--- config.mk ---
export PLATFORM = sky130hd
export DESIGN_NAME = cpu_control_unit
export DESIGN_NICKNAME = d
export VERILOG_FILES = /design/src/rtl/cpu_pkg.sv /design/src/rtl/cpu_control_unit_alu.sv /design/src/rtl/cpu_control_unit.sv
export SDC_FILE = /design/constraint.sdc
export NUM_CORES = 1
export LEC_CHECK = 0
export CAP_MARGIN = 30
export CORE_MARGIN = 8
export CORE_UTILIZATION = 50
export DETAILED_ROUTE_END_ITERATION = 7
export GPL_ROUTABILITY_DRIVEN = 0
export PLACE_DENSITY_LB_ADDON = 0.05
export SYNTH_ARGS = -nofsm -noshare
export SYNTH_HDL_FRONTEND = slang
export SYNTH_HIERARCHICAL = 1
export SYNTH_SLANG_ARGS = --single-unit
--- constraint.sdc ---
create_clock -name clk -period 10.4 [get_ports clk]
set_clock_uncertainty 0.2 [all_clocks]
set_input_delay 3.12 -clock clk [delete_from_list [all_inputs] [get_ports clk]]
set_output_delay 3.12 -clock clk [all_outputs]
set_load 0.01 [all_outputs]
--- src/rtl/cpu_pkg.sv ---
// Shared definitions for the 16-bit, 4-register CPU core:
// opcodes, controller states, instruction field positions and widths.
package cpu_pkg;

    localparam int unsigned DATA_W = 16;
    localparam int unsigned REG_AW = 2;

    // Instruction field bit positions
    localparam int unsigned OP_HI  = 15;
    localparam int unsigned OP_LO  = 12;
    localparam int unsigned RD_HI  = 11;
    localparam int unsigned RD_LO  = 10;
    localparam int unsigned RS1_HI = 9;
    localparam int unsigned RS1_LO = 8;
    localparam int unsigned RS2_HI = 7;
    localparam int unsigned RS2_LO = 6;
    localparam int unsigned IMM_HI = 7;
    localparam int unsigned IMM_LO = 0;

    // Opcodes (12-14 are reserved and behave as NOP)
    localparam logic [3:0] OP_NOP  = 4'd0;
    localparam logic [3:0] OP_ADD  = 4'd1;
    localparam logic [3:0] OP_SUB  = 4'd2;
    localparam logic [3:0] OP_AND  = 4'd3;
    localparam logic [3:0] OP_OR   = 4'd4;
    localparam logic [3:0] OP_XOR  = 4'd5;
    localparam logic [3:0] OP_MOV  = 4'd6;
    localparam logic [3:0] OP_LDI  = 4'd7;
    localparam logic [3:0] OP_JMP  = 4'd8;
    localparam logic [3:0] OP_BEQZ = 4'd9;
    localparam logic [3:0] OP_SHL  = 4'd10;
    localparam logic [3:0] OP_SHR  = 4'd11;
    localparam logic [3:0] OP_HALT = 4'd15;

    typedef enum logic [2:0] {
        ST_FETCH,
        ST_DECODE,
        ST_EXEC,
        ST_WB,
        ST_HALT
    } state_t;

    // True for opcodes that produce a register file write
    function automatic logic is_write_op(input logic [3:0] op);
        case (op)
            OP_ADD, OP_SUB, OP_AND, OP_OR, OP_XOR,
            OP_MOV, OP_LDI, OP_SHL, OP_SHR: is_write_op = 1'b1;
            default:                        is_write_op = 1'b0;
        endcase
    endfunction

endpackage

--- src/rtl/cpu_control_unit_alu.sv ---
// Combinational ALU: computes the write-back value for every writing opcode.
module cpu_alu
    import cpu_pkg::*;
(
    input  logic [3:0]        op,
    input  logic [DATA_W-1:0] a,
    input  logic [DATA_W-1:0] b,
    input  logic [7:0]        imm8,
    output logic [DATA_W-1:0] y
);

    // Select the result for the current opcode; non-writing ops yield zero
    always_comb begin
        y = '0;
        case (op)
            OP_ADD:  y = a + b;
            OP_SUB:  y = a - b;
            OP_AND:  y = a & b;
            OP_OR:   y = a | b;
            OP_XOR:  y = a ^ b;
            OP_MOV:  y = a;
            OP_LDI:  y = {8'h00, imm8};
            OP_SHL:  y = {a[DATA_W-2:0], 1'b0};
            OP_SHR:  y = {1'b0, a[DATA_W-1:1]};
            default: y = '0;
        endcase
    end

endmodule

--- src/rtl/cpu_control_unit.sv ---
// Multi-cycle FETCH/DECODE/EXEC/WB controller for the 16-bit CPU core.
// Fetches over a req/valid handshake, drives register file reads and
// writes, and computes results through cpu_alu.
module cpu_control_unit
    import cpu_pkg::*;
#(
    parameter int unsigned PC_W     = 8,
    parameter int unsigned RESET_PC = 0
) (
    input  logic              clk,
    input  logic              rst_n,
    output logic              imem_req,
    output logic [PC_W-1:0]   imem_addr,
    input  logic              imem_valid,
    input  logic [DATA_W-1:0] imem_data,
    output logic              rf_we,
    output logic [REG_AW-1:0] rf_w_addr,
    output logic [DATA_W-1:0] rf_w_data,
    output logic [REG_AW-1:0] rf_r_addr1,
    output logic [REG_AW-1:0] rf_r_addr2,
    input  logic [DATA_W-1:0] rf_r_data1,
    input  logic [DATA_W-1:0] rf_r_data2,
    output logic              halted,
    output logic              zero_flag
);

    state_t            state;
    state_t            state_nx;
    logic [PC_W-1:0]   pc;
    logic [DATA_W-1:0] ir;
    logic [DATA_W-1:0] result;
    logic [DATA_W-1:0] alu_y;
    logic              zero_q;
    logic [3:0]        op;
    logic [7:0]        imm8;

    assign op   = ir[OP_HI:OP_LO];
    assign imm8 = ir[IMM_HI:IMM_LO];

    cpu_alu u_alu (
        .op   (op),
        .a    (rf_r_data1),
        .b    (rf_r_data2),
        .imm8 (imm8),
        .y    (alu_y)
    );

    // State register with synchronous active-low reset
    always_ff @(posedge clk) begin
        if (!rst_n) state <= ST_FETCH;
        else        state <= state_nx;
    end

    // Next-state logic and state-decoded outputs; req/we gated by reset
    always_comb begin
        state_nx   = state;
        imem_req   = 1'b0;
        rf_we      = 1'b0;
        halted     = 1'b0;
        imem_addr  = pc;
        rf_w_addr  = ir[RD_HI:RD_LO];
        rf_w_data  = result;
        rf_r_addr1 = ir[RS1_HI:RS1_LO];
        rf_r_addr2 = ir[RS2_HI:RS2_LO];
        zero_flag  = zero_q;
        case (state)
            ST_FETCH: begin
                imem_req = rst_n;
                if (imem_valid) state_nx = ST_DECODE;
            end
            ST_DECODE: state_nx = ST_EXEC;
            ST_EXEC: begin
                if (op == OP_HALT)        state_nx = ST_HALT;
                else if (is_write_op(op)) state_nx = ST_WB;
                else                      state_nx = ST_FETCH;
            end
            ST_WB: begin
                rf_we    = rst_n;
                state_nx = ST_FETCH;
            end
            ST_HALT: begin
                halted   = 1'b1;
                state_nx = ST_HALT;
            end
            default: state_nx = ST_FETCH;
        endcase
    end

    // Datapath registers: PC, instruction, result and zero flag
    always_ff @(posedge clk) begin
        if (!rst_n) begin
            pc     <= PC_W'(RESET_PC);
            ir     <= '0;
            result <= '0;
            zero_q <= 1'b0;
        end else begin
            case (state)
                ST_FETCH: begin
                    if (imem_valid) begin
                        ir <= imem_data;
                        pc <= pc + 1'b1;
                    end
                end
                ST_EXEC: begin
                    result <= alu_y;
                    if (op == OP_JMP || (op == OP_BEQZ && rf_r_data1 == '0))
                        pc <= PC_W'(imm8);
                end
                ST_WB: zero_q <= (result == '0);
                default: ;
            endcase
        end
    end

endmodule

==> out/qor.csv <==
metric;value;unit
arrival;4.77;ns
cts-root-buf;clkbuf_8;
layout-drive-gt1-share;4.70;%
r2r-end;rf_w_data[14];
synth_top_family_by_area;compound AO/OA/AOI/OAI gates;
dpl.cell_count;714;
critPathLaunch;rst_n;
dr.pass1.iters;7;
start_kind;primary input;
clk_pin_slew;0.08;ns
holdCritStartpoint;ir[8];
finalCritPeriodShare;77.8;%
netlist_area;4280;um^2
setup-violations-final;0;
antenna_found_initial;0;
cts_inserted_buffers;5;
critPathRequiredTime;7.08;ns
hold_path.class;reg -> reg;
crit_fanout;52;
crit_type;in -> out;
postCtsSetupBuffers;0;
async_reset_ff_share;0;%
grt_pass1_vias;4216;
regToRegSetupSlack;6.50;ns
synth_nets;652;
start_util;51.8;%
ys_ff_latch;45;
ios;85;
fp.dieArea;11800;um^2
layout.cells.non_filler;722;
hpwlAfterDp;9.69;mm
grt_max_degree;53;
synthAdderAreaFrac;14.8;%
cts.sinks;45;
num_vias;4286;
yosys_warnings;6;
grt_usage;21.2;%
synthXorXnorAreaFrac;6.76;%
maxCapViolCount;0;
ys_types;63;
clockBufferDepth;2;
fin_util;63.3;%
synth_seq_area_share;21.1;%
status;finished, final reports clean;
diodes;0;
drtAntennaViolNets;0;
clk_latency;0.30;ns
synth_edf_count;0;
synth_cells;551;
cellLeakagePower;2.08;nW
die_y;108;um
hold_viol;0;
row_count;33;
tritoncts;built;
drtIter0Drc;342;
io_buffers;84;
htreeDepth;2;
rsz0062_at_grt;no;
worstSetupEndpointType;output pin;
coreArea;8260;um^2
wl_per_cell;17.4;um
report.final.slew_viol_count;0;
slew_headroom;36.7;%
synth-simple-area-share;21.8;%
tns;0;ns
synth_area_per_cell;7.76;um^2
grt-ovfl-total;0;
ff2ff_path_depth;14;
grt_pass1_wl;20.5;mm
irDropWorstVdd;0.0588;mV
cts_resized;0;
nFillCells;751;
drc;0;
power_density;98.1;nW/um^2
max_freq;0.124;GHz
drt_wl_total;12.6;mm
crit_end;rf_we;
ys.flop_type;dfxtp_1;
die_w;108;um
tightest_slew;0.946;ns
syn_to_final_growth;22.3;%
ctsHoldBuffers;0;
finalNetCount;717;
r2r_start;ir[13];
routed_via_density;5.94;
min_period;8.09;ns
synthMuxAreaShare;0;%
synth_compound_area_share;28.0;%
[worst max-delay path, cell delays in order]
cell and delay (ns):
clkdlybuf4s50_1 0.45, buf_4 0.37, nor3b_1 0.25, clkdlybuf4s50_1 0.58
[layer usage]
metal,wire length [um],GRT usage (%),vias to the layer above
met4,298,7.62,0
met5,0,0,-
met3,886,4.22,24
met1,5700,27.9,1983
met2,5670,33.7,169
li1,-,-,2110
[report_power, final]
| group | internal [W] | switching, W | leakage (nW) |
|---|---|---|---|
| sequential | 0.000181 | 0.0000116 | 0.366 |
| clock | 0.0000601 | 0.0000599 | 0.0542 |
| combinational | 0.0000907 | 0.000110 | 1.66 |
| total | 0.000331 | 0.000181 | 2.08 |
[how the worst min path moves through the flow]
stage	endpoint	slack, ns	cells past startpoint
after global placement	ir[11]	0.25	2
after floorplan	ir[10]	0.24	2
after CTS	ir[11]	0.27	2
after detailed placement	ir[8]	0.26	2
final	ir[8]	0.27	2
after global routing	ir[8]	0.30	2
[synthesized netlist by cell type, types with 5 or more instances]
master	number	area share (%)
a21boi_0	30	5.3
a21o_1	6	1.1
a21oi_1	28	3.3
a222oi_1	9	2.1
a22oi_1	16	2.8
a31oi_1	5	0.73
buf_4	6	1.1
clkbuf_1	20	1.8
dfxtp_1	45	21
ha_1	49	14
inv_1	38	3.3
nand2_1	88	7.7
nand2b_1	5	0.73
nand3_1	12	1.4
nand4_1	5	0.73
nor2_1	33	2.9
nor3b_1	6	1.1
nor4_1	8	1.2
o2111ai_1	5	1.0
o211ai_1	12	2.1
o21ai_0	14	1.6
o21ai_1	9	1.1
o31ai_1	6	1.1
xnor2_1	27	5.5
xor2_1	6	1.2
[kinds of logic after synthesis]
logic type                 count (synthesis)
buffers and inverters                     71
adders and majority gates                 50
DFF                                       45
xor gates and xnor gates                  33
AOI/OAI and AO/OA                        166
and+or+nand+nor                          186
[registers in the layout, indices dropped and copies added (netlist names), named ones only]
register	cells
ir	16
rf_w_data	16
imem_addr	8
state	3
zero_flag	1
[cell type report]
class	count	area (um^2)	share of cell area (%)
Multi-Input combinational cell	435	3060	58.4
Sequential cell	45	901	17.2
Timing Repair Buffer	91	897	17.2
Inverter	38	143	2.73
Tap cell	105	131	2.51
Clock buffer	7	96.3	1.84
Clock inverter	1	5.00	0.0957
[through the flow]
step	setup WS, ns	cell area, um^2	hold WS [ns]	power, W
final	2.31	5230	0.268	0.000513
after global routing	2.21	5230	0.301	0.000543
after CTS	2.26	5230	0.273	0.000514
after detailed placement	2.26	5130	0.262	0.000395
after global placement	2.32	5110	0.254	0.000390
after floorplan	3.19	4280	0.244	0.000326
[cell usage in the layout (no fill, tap or decap), types with 4 or more instances in the layout]
cell type / instances
a21boi_0: 30
a21o_1: 6
a21oi_1: 28
a222oi_1: 9
a22oi_1: 16
a31oi_1: 5
and3_1: 4
buf_4: 6
clkbuf_8: 7
clkdlybuf4s50_1: 84
dfxtp_1: 45
ha_1: 49
inv_1: 38
nand2_1: 88
nand2b_1: 5
nand3_1: 12
nand4_1: 5
nor2_1: 33
nor3_1: 4
nor3b_1: 5
nor4_1: 8
o2111ai_1: 5
o211ai_1: 12
o21ai_0: 14
o21ai_1: 9
o31ai_1: 6
or3_1: 4
xnor2_1: 27
xor2_1: 6
No activity file was read; power rests on OpenSTA's default activity.
